File: src/rtl/seradd_pkg.sv
// seradd_pkg: shared FSM state encoding and default sizing for bit_serial_add_arb.
package seradd_pkg;

    typedef enum logic [1:0] {
        IDLE = 2'd0,
        RUN  = 2'd1,
        DONE = 2'd2
    } state_t;

    localparam int DEF_WIDTH = 8;
    localparam int DEF_NREQ  = 2;

endpackage

File: src/rtl/fa_cell.sv
// fa_cell: single-bit full adder, the one arithmetic cell shared by all requesters.
module fa_cell (
    input  logic a,
    input  logic b,
    input  logic cin,
    output logic sum,
    output logic cout
);

    assign sum  = a ^ b ^ cin;
    assign cout = (a & b) | (cin & (a ^ b));

endmodule

File: src/rtl/bit_serial_add_arb.sv
// bit_serial_add_arb: round-robin arbitrated, LSB-first bit-serial adder over one fa_cell.
// Define SERADD_OVF_EN to add the rsp_ovf two's-complement overflow output.
module bit_serial_add_arb
    import seradd_pkg::*;
#(
    parameter int WIDTH = DEF_WIDTH,
    parameter int NREQ  = DEF_NREQ
) (
    input  logic                    clk,
    input  logic                    rst,
    input  logic [NREQ-1:0]         req_valid,
    output logic [NREQ-1:0]         req_ready,
    input  logic [NREQ*WIDTH-1:0]   req_a,
    input  logic [NREQ*WIDTH-1:0]   req_b,
    input  logic [NREQ-1:0]         req_cin,
    output logic                    rsp_valid,
    input  logic                    rsp_ready,
    output logic [$clog2(NREQ)-1:0] rsp_id,
    output logic [WIDTH-1:0]        rsp_sum,
    output logic                    rsp_cout,
`ifdef SERADD_OVF_EN
    output logic                    rsp_ovf,
`endif
    output logic                    busy
);

    localparam int IDW = $clog2(NREQ);
    localparam int CW  = $clog2(WIDTH);

    state_t           r_state, w_next;
    logic [IDW-1:0]   r_last_grant, r_id, w_gnt_id, w_idx;
    logic             w_gnt_vld, w_accept, w_last_bit, w_sum, w_cout, r_cy;
    logic [WIDTH-1:0] r_a, r_b, r_sum;
    logic [CW-1:0]    r_cnt;

    // Scan from farthest to nearest after last_grant so the nearest valid index wins.
    always_comb begin
        w_gnt_vld = 1'b0;
        w_gnt_id  = '0;
        w_idx     = '0;
        for (int k = NREQ; k >= 1; k--) begin
            w_idx = IDW'((int'(r_last_grant) + k) % NREQ);
            if (req_valid[w_idx]) begin
                w_gnt_vld = 1'b1;
                w_gnt_id  = w_idx;
            end
        end
    end

    assign w_accept   = (r_state == IDLE) && w_gnt_vld && !rst;
    assign req_ready  = w_accept ? (NREQ'(1) << w_gnt_id) : '0;
    assign w_last_bit = (r_cnt == CW'(WIDTH - 1));

    fa_cell u_fa (
        .a    (r_a[0]),
        .b    (r_b[0]),
        .cin  (r_cy),
        .sum  (w_sum),
        .cout (w_cout)
    );

    always_ff @(posedge clk) begin
        if (rst) r_state <= IDLE;
        else     r_state <= w_next;
    end

    always_comb begin
        w_next = r_state;
        w_next = (r_state == IDLE && w_accept)   ? RUN  :
                 (r_state == RUN  && w_last_bit) ? DONE :
                 (r_state == DONE && rsp_ready)  ? IDLE : r_state;
    end

    // Operands shift right so bit 0 always feeds the cell; the sum fills in from the MSB side.
    always_ff @(posedge clk) begin
        if (rst) begin
            r_last_grant <= IDW'(NREQ - 1);
            r_id         <= '0;
            r_a          <= '0;
            r_b          <= '0;
            r_sum        <= '0;
            r_cy         <= 1'b0;
            r_cnt        <= '0;
        end else if (w_accept) begin
            r_last_grant <= w_gnt_id;
            r_id         <= w_gnt_id;
            r_a          <= req_a[int'(w_gnt_id)*WIDTH +: WIDTH];
            r_b          <= req_b[int'(w_gnt_id)*WIDTH +: WIDTH];
            r_cy         <= req_cin[w_gnt_id];
            r_sum        <= '0;
            r_cnt        <= '0;
        end else if (r_state == RUN) begin
            r_a          <= r_a >> 1;
            r_b          <= r_b >> 1;
            r_sum        <= {w_sum, r_sum[WIDTH-1:1]};
            r_cy         <= w_cout;
            r_cnt        <= r_cnt + 1'b1;
        end
    end

    assign busy      = (r_state != IDLE);
    assign rsp_valid = (r_state == DONE);
    assign rsp_id    = r_id;
    assign rsp_sum   = rsp_valid ? r_sum : '0;
    assign rsp_cout  = rsp_valid & r_cy;

`ifdef SERADD_OVF_EN
    logic r_ovf;

    // Overflow is the carry into the MSB differing from the carry out of it.
    always_ff @(posedge clk) begin
        if (rst)                            r_ovf <= 1'b0;
        else if (r_state == RUN && w_last_bit) r_ovf <= r_cy ^ w_cout;
    end

    assign rsp_ovf = rsp_valid & r_ovf;
`endif

endmodule

File: config.mk
export PLATFORM = sky130hd
export DESIGN_NAME = bit_serial_add_arb
export DESIGN_NICKNAME = d
export VERILOG_FILES = /design/src/rtl/seradd_pkg.sv /design/src/rtl/fa_cell.sv /design/src/rtl/bit_serial_add_arb.sv
export SDC_FILE = /design/constraint.sdc
export NUM_CORES = 1
export LEC_CHECK = 0
export ABC_CLOCK_PERIOD_IN_PS = 1400
export CAP_MARGIN = 20
export CORE_ASPECT_RATIO = 1.4
export CORE_MARGIN = 2
export CORE_UTILIZATION = 42
export DETAILED_ROUTE_END_ITERATION = 10
export PLACE_DENSITY = 0.82
export SLEW_MARGIN = 5
export SYNTH_ARGS = -nofsm -noshare
export SYNTH_HDL_FRONTEND = slang
export SYNTH_SLANG_ARGS = --single-unit
export TNS_END_PERCENT = 1
File: constraint.sdc
create_clock -name clk -period 1.4 [get_ports clk]
set_input_delay 0.28 -clock clk [delete_from_list [all_inputs] [get_ports clk]]
set_output_delay 0.28 -clock clk [all_outputs]
set_load 0.02 [all_outputs]
==> impl_metrics.ini <==
[run_status]
status = finished, violations left
violations = setup timing

[die]
core_area_sq_mm = 0.00392
die_y_microns = 79.7
die_x_microns = 58.1
start_util = 0.439
fp.dieArea_sq_mm = 0.00463
num_io_pins = 53
row_count = 27

[worst_hold_path]
hold_class = flip-flop to flip-flop
whs_endpoint = r_sum[0]$_SDFFE_PP0P_
min_path_cells = 2
worstHoldStart = r_sum[0]$_SDFFE_PP0P_

[worst_setup_path]
max_stage_delay_ps = 410
crit_path_top_delay_cell = or3_4
cp.arrival_ps = 1710
cp_data_required_time_ps = 1560
cp_cell_sequence = buf_6 -> or3_4 -> buf_12 -> a221oi_2 -> a211oi_1
r2r-end = r_a[4]$_SDFFE_PP0P_
worstSetupPathType = flip-flop to flip-flop
cp_num_buf_inv = 2
worstRegToRegCells = 5
rrSetupSlack_ps = -150
critPathLaunchType = flip-flop
crit_fanout = 8
worstSetupEndpointType = flip-flop
crit-reg2reg-launch = r_state[0]$_SDFFE_PP0P_
cp_top_family = simple AND/OR/NAND/NOR gates

[flow_run]
drv_cap = 0

[grt]
grt_max_degree = 21
grt_usage = 0.220
grt_pass1_vias = 1660
grt_pass1_wl_microns = 7600
antenna_found_initial = 0
overflow = 0

[drt]
initialDrtViolationCount = 67
vias = 1644
dr.pass1.iters = 4
wl_per_cell_microns = 15.4
antenna_left = 0
viasPerCell = 5.41
route.detailed.drc = 0
finalWirelength_microns = 4670

[pwr]
vdd_ir_drop_max_mv = 0.615
power.total_w = 0.00230
cellInternalPower_w = 0.00169
power_density_mw_per_mm2 = 852
clkPwrFrac = 0.318
swShare = 0.266
seq_power_share = 0.439
leakage_nw = 1.01
pwr-share-comb = 0.243
p_sw_w = 0.000612

[cells_and_area]
multi_input_area_sq_mm = 0.00114
regArea_sq_um = 648
syn2layout_area_growth_pct = 57.1
num_antenna_cells = 0
nNetsFinal = 302
nFillCells = 302
drive_gt1_frac = 0.303

[placement]
dp_hpwl_microns = 3070
gp_congestion = 0.720
numPortBuffers = 52

[yosys]
async_flop_share = 0
ys_warn_count = 0
seq_area_frac_synth = 0.373
synth.area.top_cells = dfxtp_1 37%, a221oi_2 8.7%, nand2_1 8.7%, nand2b_1 6.6%, nor2_1 5.0%
ys_ff_latch = 32
ys_types = 30
synth_edf_count = 0
synth_ff_type = dfxtp_1
postSynthAreaPerCell_sq_um = 8.60
synthesis.area_sq_mm = 0.00172
yosys.area.top_type = dfxtp_1
synth_nets = 242
postSynthCellCount = 200
netlist.area_leader.share = 0.373
synth.most_common_cell = nand2_1
ys_top_cells_by_count = 40 x nand2_1, 32 x dfxtp_1, 23 x nor2_1

[timing]
finalMaxSlewViolations = 0
fin_setup_tns_ps = -2820
max_freq_mhz = 647
worst_pin_slew_ps = 277
finClkSkew_ps = 4.92
relSlewSlack = 0.815
hold_viol = 0
setup_viol = 29
finalCritPeriodShare = 1.10
worst_slack_ps = -146
layout_min_cycle_time_ps = 1550
rsz0062_at_grt = yes

[clock_network]
cts_tree = done
clock_sinks = 32
path_clk_slew_ps = 70
cts_buffers = 5
cts_hold_buf = 0
cts_max_level = 2
ctsLongestPathBuffers = 2
root_buffer = clkbuf_8
clk_latency_ps = 280
[per-stage QoR]
step,std cells,hold slack [ps],util,cell area (sq um),setup slack [ps]
after floorplan,200,421,-,1720,-14.3
after global placement,294,438,0.600,2350,-658
after detailed placement,294,440,0.600,2350,-710
after CTS,304,449,0.660,2590,-148
after global routing,304,479,0.689,2700,-182
final,304,446,0.689,2700,-146
[worst max-delay path by stage]
stage	slack [ps]	end	cells after the start	from
after global placement	-660	req_ready[1]	4	rst
after global routing	-180	r_a[4]$_SDFFE_PP0P_	5	r_state[0]$_SDFFE_PP0P_
after floorplan	-10	r_a[0]$_SDFFE_PP0P_	5	r_state[0]$_SDFFE_PP0P_
after CTS	-150	r_b[4]$_SDFFE_PP0P_	5	r_state[0]$_SDFFE_PP0P_
final	-150	r_a[4]$_SDFFE_PP0P_	5	r_state[0]$_SDFFE_PP0P_
after detailed placement	-710	req_ready[1]	4	rst
[cell type report]
type	instances	area share
timing repair buffer	70	0.281
clock buffer	8	0.0334
multi-input combinational	150	0.424
sequential	32	0.240
inverter	1	0.00139
tap	43	0.0199
[power groups by stage]
stage | Combinational (W) | Clock [W] | Sequential, W
after global routing | 0.000598 | 0.000795 | 0.00101
final | 0.000560 | 0.000732 | 0.00101
after floorplan | 0.000263 | 0 | 0.00102
after global placement | 0.000449 | 0 | 0.00102
after detailed placement | 0.000460 | 0 | 0.00103
after CTS | 0.000520 | 0.000733 | 0.00101
[layout by cell type, fill, tap and decap left out, types with 2 or more instances in the layout]
master           count
dfxtp_4              2
clkbuf_8             6
nand2_2              3
nand2_1             37
a211oi_1             8
ha_1                 2
buf_4               10
and2_1               8
dlygate4sd2_1        4
and3_4               2
nand2b_1            18
a211oi_2             8
buf_12               6
a221oi_4             7
buf_6               13
clkdlybuf4s50_1     35
dfxtp_1             30
a311oi_2             2
clkbuf_1             2
a21oi_1             10
nor2_1              23
a221oi_2             8
[routing by layer]
metal	up-vias	GRT usage	part of all wire
met5	-	0	0
met3	8	0.0535	0.036
met2	49	0.393	0.57
li1	813	-	-
met4	0	0.102	0.018
met1	774	0.237	0.37
[worst reg2reg max path: cells and delay by family, from the launching register on]
family                 cells  cell delay, ps
DFF                        1             370
buffers and inverters      2             290
and+or+nand+nor            1             410
AOI/OAI and AO/OA          2             350
[logic make-up (layout without fill, tap and decap cells)]
logic type | Yosys count | in the layout | synth area share
buffers and inverters | 18 | 79 | 0.0669
xor gates and xnor gates | 1 | 1 | 0.00510
and+or+nand+nor | 99 | 99 | 0.268
adders and majority gates | 3 | 3 | 0.0262
DFF | 32 | 32 | 0.373
AOI/OAI and AO/OA | 47 | 47 | 0.261
[state kept, by name, indices dropped and copies added (netlist names)]
register / cells
r_cnt: 3
r_cy: 1
r_state: 2
r_a: 8
r_sum: 8
rsp_id: 1
r_last_grant: 1
r_b: 8
[what timing repair did]
action,4_1_cts,5_1_grt
setup endpoints to repair,44,43
gates cloned,1,0
pin swaps,15,3
gates resized for setup,100,23
buffers inserted,1,0
No activity file was read; power rests on OpenSTA's default activity.
